[config.mk]
export PLATFORM = sky130hd
export DESIGN_NAME = consmax_lut_loader
export DESIGN_NICKNAME = d
export VERILOG_FILES = /design/src/rtl/consmax_pkg.sv /design/src/rtl/consmax_lut_loader.sv
export SDC_FILE = /design/constraint.sdc
export NUM_CORES = 1
export LEC_CHECK = 0
export CORE_MARGIN = 8
export CORE_UTILIZATION = 45
export DETAILED_ROUTE_END_ITERATION = 16
export GPL_ROUTABILITY_DRIVEN = 1
export PLACE_DENSITY = 0.79
export SKIP_CTS_REPAIR_TIMING = 1
export SLEW_MARGIN = 10
export SYNTH_ARGS = -nofsm -noshare
export SYNTH_HDL_FRONTEND = slang
export SYNTH_SLANG_ARGS = --single-unit
[constraint.sdc]
create_clock -name clk -period 1.8 [get_ports clk]
set_input_delay 0.36 -clock clk [delete_from_list [all_inputs] [get_ports clk]]
set_output_delay 0.36 -clock clk [all_outputs]
set_load 0.1 [all_outputs]
[src/rtl/consmax_pkg.sv]
// Shared constants and types for the ConSmax LUT programming path.
package consmax_pkg;

   localparam int CONSMAX_LUT_DATA  = 16;
   localparam int CONSMAX_LUT_ADDR  = 4;
   localparam int CONSMAX_DRAIN_CYC = 2;

   typedef enum logic [1:0] {
      IDLE  = 2'd0,
      LOAD  = 2'd1,
      DRAIN = 2'd2
   } consmax_ldr_state_e;

endpackage

[src/rtl/consmax_lut_loader.sv]
// LUT programming master: turns a valid/ready stream of BF16 entries into
// registered lut_waddr/lut_wen/lut_wdata writes, with busy/done/aborted status.
module consmax_lut_loader
   import consmax_pkg::*;
#(
   parameter int LUT_DATA = CONSMAX_LUT_DATA,
   parameter int LUT_ADDR = CONSMAX_LUT_ADDR
) (
   input  logic                clk,
   input  logic                rstn,
   input  logic                cfg_start,
   input  logic [LUT_ADDR:0]   cfg_base_addr,
   input  logic [LUT_ADDR:0]   cfg_len,
   input  logic                cfg_abort,
   input  logic [LUT_DATA-1:0] in_data,
   input  logic                in_valid,
   output logic                in_ready,
   output logic [LUT_ADDR:0]   lut_waddr,
   output logic                lut_wen,
   output logic [LUT_DATA-1:0] lut_wdata,
   output logic                busy,
   output logic                done,
   output logic                aborted
);

   localparam int AW = LUT_ADDR + 1;
   localparam int CW = LUT_ADDR + 2;
   // A length of zero encodes the full two-LUT table.
   localparam logic [CW-1:0] FULL_CNT   = {1'b1, {AW{1'b0}}};
   localparam logic [1:0]    DRAIN_LAST = 2'(CONSMAX_DRAIN_CYC - 1);

   consmax_ldr_state_e  state_q, state_d;
   logic [AW-1:0]       addr_q, addr_d;
   logic [CW-1:0]       rem_q, rem_d;
   logic [1:0]          drain_q, drain_d;
   logic                in_ready_q, in_ready_d;
   logic [AW-1:0]       lut_waddr_q, lut_waddr_d;
   logic                lut_wen_q, lut_wen_d;
   logic [LUT_DATA-1:0] lut_wdata_q, lut_wdata_d;
   logic                busy_q, busy_d;
   logic                done_q, done_d;
   logic                aborted_q, aborted_d;
   logic                beat;

   // Next-state, counters and registered output values.
   always_comb begin
      state_d     = state_q;
      addr_d      = addr_q;
      rem_d       = rem_q;
      drain_d     = drain_q;
      lut_waddr_d = lut_waddr_q;
      lut_wdata_d = lut_wdata_q;
      lut_wen_d   = 1'b0;
      done_d      = 1'b0;
      aborted_d   = aborted_q;
      // Abort wins over a same-edge beat, so that beat is neither written nor consumed.
      beat        = (state_q == LOAD) && in_valid && in_ready_q && !cfg_abort;

      case (state_q)
         IDLE: begin
            if (cfg_start) begin
               state_d   = LOAD;
               addr_d    = cfg_base_addr;
               rem_d     = (cfg_len == '0) ? FULL_CNT : {1'b0, cfg_len};
               aborted_d = 1'b0;
            end
         end
         LOAD: begin
            if (cfg_abort) begin
               aborted_d = 1'b1;
               state_d   = DRAIN;
               drain_d   = '0;
            end else if (beat) begin
               lut_wen_d   = 1'b1;
               lut_waddr_d = addr_q;
               lut_wdata_d = in_data;
               addr_d      = addr_q + 1'b1;   // wraps from the top of LUT1 to LUT0
               rem_d       = rem_q - 1'b1;
               if (rem_q == CW'(1)) begin
                  state_d = DRAIN;
                  drain_d = '0;
               end
            end
         end
         DRAIN: begin
            // Hold off long enough for the consumer's input stage and SRAM write edge.
            if (drain_q == DRAIN_LAST) begin
               state_d = IDLE;
               done_d  = 1'b1;
            end else begin
               drain_d = drain_q + 1'b1;
            end
         end
         default: state_d = IDLE;
      endcase

      in_ready_d = (state_d == LOAD);
      busy_d     = (state_d != IDLE);
   end

   // State and output registers; all return to idle values on reset.
   always_ff @(posedge clk or negedge rstn) begin
      if (!rstn) begin
         state_q     <= IDLE;
         addr_q      <= '0;
         rem_q       <= '0;
         drain_q     <= '0;
         in_ready_q  <= 1'b0;
         lut_waddr_q <= '0;
         lut_wen_q   <= 1'b0;
         lut_wdata_q <= '0;
         busy_q      <= 1'b0;
         done_q      <= 1'b0;
         aborted_q   <= 1'b0;
      end else begin
         state_q     <= state_d;
         addr_q      <= addr_d;
         rem_q       <= rem_d;
         drain_q     <= drain_d;
         in_ready_q  <= in_ready_d;
         lut_waddr_q <= lut_waddr_d;
         lut_wen_q   <= lut_wen_d;
         lut_wdata_q <= lut_wdata_d;
         busy_q      <= busy_d;
         done_q      <= done_d;
         aborted_q   <= aborted_d;
      end
   end

   assign in_ready  = in_ready_q;
   assign lut_waddr = lut_waddr_q;
   assign lut_wen   = lut_wen_q;
   assign lut_wdata = lut_wdata_q;
   assign busy      = busy_q;
   assign done      = done_q;
   assign aborted   = aborted_q;

endmodule

==> results of run 1 <==
[area by class of cell]
class                           count  area (um2)
Fill cell                         268        1119
Sequential cell                    41        1030
Timing Repair Buffer               68       918.4
Tap cell                           50       62.56
Clock inverter                      2       10.01
Clock buffer                        6       72.57
Multi-Input combinational cell    104       773.2
Inverter                            4       15.01
[cell usage after synthesis]
cell,number
a31o_2,2
buf_6,3
mux2_1,2
nand3_1,5
inv_1,3
or3_4,1
and3b_1,1
inv_2,1
a21o_1,1
nor3b_1,1
or3_1,1
and2b_1,1
nand4_1,1
nor4b_1,1
mux2_2,19
dfrtp_1,41
o22ai_1,2
xor2_1,1
a31oi_1,1
buf_4,3
nand2_1,9
o32ai_4,1
a21oi_1,14
nand2b_1,5
nor4_1,2
a22o_1,1
o21ai_0,7
a41oi_1,1
buf_2,2
o211ai_1,1
nor3_4,1
mux2i_1,2
mux2_4,1
a211oi_2,1
ha_1,4
nor2_1,13
nor3_1,1
[per-stage QoR]
step	setup slack, ns	TNS (ns)	hold slack, ns
floorplan	0.09535	0	0.06441
global placement	-0.07243	-1.857	0.3194
detailed placement	-0.1089	-2.551	0.3254
CTS	0.1862	0	0.01341
global route	0.06715	0	0.02830
finish	0.1928	0	0.003797
[metal layers]
| metal | wire length (um) | up-vias |
|---|---|---|
| li1 | - | 688 |
| met2 | 1886 | 46 |
| met5 | 0 | - |
| met3 | 315 | 5 |
| met1 | 1880 | 665 |
| met4 | 23 | 0 |
[worst paths after layout]
| check | from | to | slack (ns) |
|---|---|---|---|
| worst min register to register | rem_q[5]$_DFFE_PN0P_ | rem_q[5]$_DFFE_PN0P_ | 0.51 |
| worst min-delay path | rstn | lut_wen$_DFF_PN0_ | 0.004 |
| worst max-delay path | state_q[1]$_DFF_PN0_ | addr_q[2]$_DFFE_PN0P_ | 0.19 |
| worst max register to register | state_q[1]$_DFF_PN0_ | addr_q[2]$_DFFE_PN0P_ | 0.19 |
| min in group clk | rem_q[5]$_DFFE_PN0P_ | rem_q[5]$_DFFE_PN0P_ | 0.51 |
| max in group asynchronous | rstn | lut_wdata[0]$_DFFE_PN0P_ | 1.28 |
[worst reg2reg max path: cells and delay by family (launching register included)]
kind | cells | cell delay, ns
compound gates | 2 | 0.33
buf+inv | 2 | 0.41
flops | 1 | 0.38
simple gates | 2 | 0.43
[placed cells by master (no fill, tap or decap), types with 2 or more instances in the layout]
| master | netlist | final |
|---|---|---|
| a21oi_1 | 14 | 14 |
| a31o_2 | 2 | 2 |
| buf_12 | 0 | 27 |
| buf_4 | 3 | 11 |
| clkbuf_8 | 0 | 5 |
| clkdlybuf4s50_1 | 0 | 29 |
| clkinv_2 | 0 | 2 |
| dfrtp_1 | 41 | 40 |
| ha_1 | 4 | 4 |
| inv_1 | 3 | 3 |
| mux2_1 | 2 | 2 |
| mux2_2 | 19 | 19 |
| mux2i_1 | 2 | 2 |
| nand2_1 | 9 | 9 |
| nand2b_1 | 5 | 5 |
| nand3_1 | 5 | 5 |
| nor2_1 | 13 | 13 |
| nor4_1 | 2 | 2 |
| o21ai_0 | 7 | 7 |
| o22ai_1 | 2 | 2 |
[flip-flops by register name (all words and copies together), names as in the netlist]
register and flops:
drain_q 2, aborted 1, in_ready 1, lut_wdata 16
lut_wen 1, busy 1, state_q 2, lut_waddr 5
rem_q 6, addr_q 5, done 1
[cell families after synthesis]
kind of cell    count (synthesis)
flops                          41
buf+inv                        12
fa+ha+maj                       4
compound gates                 32
simple gates                   43
mux                            24
xor+xnor                        1
==> results.md, run 1 <==
- Fin nets: 259
- DRT Wirelength: 4105 um
- Synth-to-Final Area Change: 53.23%
- CTS Buf Count: 5
- Max Cap Viol: 0
- Routability cong.: 0.8519
- # port buffers: 56
- Crit path max fanout: 12
- Post-synthesis adder-cell area fraction: 2.661%
- H-tree depth: 2
- Clock transition at path regs: 0.08 ns
- FP Rows: 23
- Crit-path cells: buf_4 -> and2b_1 -> buf_4 -> nor2_1 -> a31o_2 -> a21oi_1
- Syn Inst Count: 157
- Grt peak-use layer: met2
- Netlist cell types: 37
- Min-delay worst type: input pin to asynchronous set/reset pin
- Met3 usage: 4.576%
- Via count: 1404
- Routed WL per cell: 14.93 um
- Grt met1 use: 17.68%
- Required @ worst endpoint: 2.02 ns
- Seq cells post-synth: 41
- Starting Density: 47.01%
- Startpoint types: flip-flop
- Mean post-synth cell area: 11.98 um2
- Syn_nets: 192
- Grt total ovfl: 0
- Hold Vio Cnt, Final: 0
- Iter 0 DRT Violations: 55
- Final Non-Filler Cells: 275
- Unrepaired setup endpoints after global routing: false
- Fin area: 2882 um2
- Fin crit share: 89.29%
- Die width: 80.65 um
- Post-layout min period: 1.607 ns
- Setup crit end kind: flip-flop
- Max Fclk: 0.6222 GHz
- Most area-consuming cells after synthesis: dfrtp_1, mux2_2, a21oi_1
- Critical path class: flip-flop to flip-flop
- Worst reg-to-reg path cell count: 6
- CTS Buffer Depth: 2
- Largest net degree at the start of global routing: 24
- Post-synthesis simple-gate area fraction: 12.18%
- Synth Area in XOR/XNOR: 0.4657%
- Number of global-route vias before repair: 1447
- Diode count: 0
- Worst-margin pin slew: 0.4731 ns
- Worst clock skew: 0.005737 ns
- Root buf cell: clkbuf_8
- Status: finished clean
- Largest family of logic cells by synthesized area: multiplexers
- Hpwl dp: 3287 um
- Mapped Area: 1881 um2
- CP most frequent cell: buf_4
- Insertion delay to the later sink of the worst-skew pair: 0.28 ns
- Die Y: 80.65 um
- Core Footprint: 4000 um2
- Crit-path leading delay family: simple AND/OR/NAND/NOR gates
- Placed cell count: 267
- GRT Util Overall: 13.33%
- Worst path slowest cell: dfrtp_1
- CP Buf/Inv Count: 2
- CP max stage delay: 0.38 ns
- Antenna violations before repair: 0
- Sink Count: 41
- WP depth: 6
- Max_slew headroom: 68.02%
- DR pass1 iterations: 4
- Global-route wire length before repair: 6851 um
- Fraction of layout cells with a size suffix above 1: 32.89%
- TritonCTS clock tree: done
- Final ANT Viol Nets: 0
- Yosys top cell area share: 54.56%
- Dpl cell area: 2799 um2
- Largest area contributor in the synthesized netlist: dfrtp_1
- Setup violators final: 0
- Arrival time worst endpoint: 1.82 ns
- Sequential share of the synthesized area: 54.56%
- Vias per cell: 5.105
- Post-synthesis mux area share: 14.44%
- Die Area: 6504 um2
- Drt drc: 0
- GRT met2 Usage: 19.97%
- Synth Warn #: 0
- # IOs: 57
- Fin util: 72.04%
- Compound-cell area share of the yosys netlist: 11.38%
- Fin. max-slew vios: 0
Power of run 1 is left out: the tool's default activity adds up to more than one toggle a clock period on the data nets, which glitch-free logic cannot reach.
==> run 2: changes to the inputs <==
--- a/config.mk
+++ b/config.mk
@@ -9,6 +9,8 @@
 export CORE_UTILIZATION = 45
 export DETAILED_ROUTE_END_ITERATION = 16
 export GPL_ROUTABILITY_DRIVEN = 1
+export GPL_TIMING_DRIVEN = 0
+export MAX_ROUTING_LAYER = met4
 export PLACE_DENSITY = 0.79
 export SKIP_CTS_REPAIR_TIMING = 1
 export SLEW_MARGIN = 10
==> results.md, run 2 (synthesis gave the netlist of run 1 again) <==
- Setup ws final: 0.02505 ns
- # IOs: 57
- Max Cap Viol: 0
- Max Fclk: 0.5634 GHz
- Post-Place Worst Slack: -0.2254 ns
- CP max stage delay: 0.75 ns
- Max_slew headroom: 34.30%
- Fraction of layout cells with a size suffix above 1: 25.99%
- Synth-to-Final Area Change: 42.38%
- Largest net degree at the start of global routing: 27
- GRT met2 Usage: 22.05%
- CP Capture Point: lut_wdata[3]
- Critical path class: flip-flop to output port
- Status: finished clean
- Die Area: 6504 um2
- CTS Buffer Depth: 2
- Post-layout min period: 1.775 ns
- Crit-path leading delay family: buffers and inverters
- Antenna violations before repair: 0
- Min-delay worst type: flip-flop to flip-flop
- Starting Density: 47.01%
- Routability cong.: 0.8827
- Commonest non-fill, non-tap cell in the layout: dfrtp_1
- Setup violators final: 0
- Drt drc: 0
- CP Buf/Inv Count: 1
- Crit path max fanout: 2
- Die width: 80.65 um
- Root buf cell: clkbuf_8
- Hold Vio Cnt, Final: 0
- Vias per cell: 5.361
- Crit-path cells: dlymetal6s2s_1
- Area of the multi-input gates: 773.2 um2
- # port buffers: 56
- Grt met1 use: 16.86%
- RR Endpoint: lut_wdata[3]$_DFFE_PN0P_
- Fin crit share: 98.61%
- Final ANT Viol Nets: 0
- Sink Count: 41
- Worst path slowest cell: dlymetal6s2s_1
- Required @ worst endpoint: 1.44 ns
- Iter 0 DRT Violations: 65
- Launch point of the critical path: lut_wdata[3]$_DFFE_PN0P_
- Worst hold stages: 1
- Die Y: 80.65 um
- Seq. cell area: 1031 um2
- Via count: 1485
- Max reg flops: 16
- Met3 usage: 5.357%
- H-tree depth: 2
- Hpwl dp: 3213 um
- Fin nets: 261
- Worst reg-to-reg path cell count: 5
- Fin. max-slew vios: 0
- Number of global-route vias before repair: 1522
- Global-route wire length before repair: 7217 um
- Grt total ovfl: 0
- Most frequent cells in the layout: dfrtp_1, clkdlybuf4s50_1, mux2_2
- Startpoint types: flip-flop
- DRT Wirelength: 4486 um
- R2r setup slk: 0.07 ns
- FP Rows: 23
- Clock transition at path regs: 0.07 ns
- Routed WL per cell: 16.19 um
- Worst-margin pin slew: 0.9840 ns
- Diode count: 0
- Arrival time worst endpoint: 1.41 ns
- TritonCTS clock tree: done
- WP depth: 1
- Insertion delay to the later sink of the worst-skew pair: 0.29 ns
- Grt peak-use layer: met2
- DR pass1 iterations: 4
- Fillers: 301
- Worst clock skew: 0.002616 ns
- FF-to-FF Start: state_q[1]$_DFF_PN0_
- Core Footprint: 4000 um2
- Setup crit end kind: output port
- GRT Util Overall: 14.60%
- CTS Buf Count: 5
==> run 2: cell types whose count changed in the layout (fill, tap and decap cells not counted), sizes merged <==
cell | previous run | this run
buf | 39 | 14
clkinv | 2 | 0
dlygate4sd3 | 0 | 1
bufinv | 0 | 1
dlymetal6s2s | 0 | 17
clkbuf | 6 | 16
==> run 2: worst min path at each step <==
stage,from,to
2_1_floorplan,rstn,aborted$_DFFE_PN0P_
3_3_place_gp,lut_wdata[10]$_DFFE_PN0P_,lut_wdata[10]$_DFFE_PN0P_
3_5_place_dp,rstn,lut_wen$_DFF_PN0_
4_1_cts,rstn,addr_q[2]$_DFFE_PN0P_
5_1_grt,lut_wdata[9]$_DFFE_PN0P_,lut_wdata[9]$_DFFE_PN0P_
6_report,lut_wdata[9]$_DFFE_PN0P_,lut_wdata[9]$_DFFE_PN0P_
==> run 2: layout make-up <==
class,instances,share of cell area [%]
clock inverters,1,1.121
repair buffers,62,22.90
clock buffers,7,3.224
well taps,50,2.336
plain buffers,8,2.477
flip-flops and latches,41,38.50
inverters,4,0.5607
multi-input cells,104,28.88
==> run 2: metrics by stage <==
step	instance area, um2	util (%)	setup TNS, ns	hold slack (ns)	cells
final	2678	66.94	0	0.4866	277
after global routing	2678	66.94	-0.08095	0.5052	277
after CTS	2639	65.97	-9.218	-0.02378	272
after detailed placement	2522	63.06	-4.917	0.2973	264
after global placement	2507	62.68	-31.35	0.4665	263
after floorplan	1884	-	0	0.06441	157
==> run 2: per-layer routing <==
metal / part of all wire [%] / wire (um)
met1: 44 / 1965
met2: 46 / 2062
met3: 8.7 / 389
met4: 1.5 / 69
met5: 0 / 0
Power of run 2 is left out for the same reason.
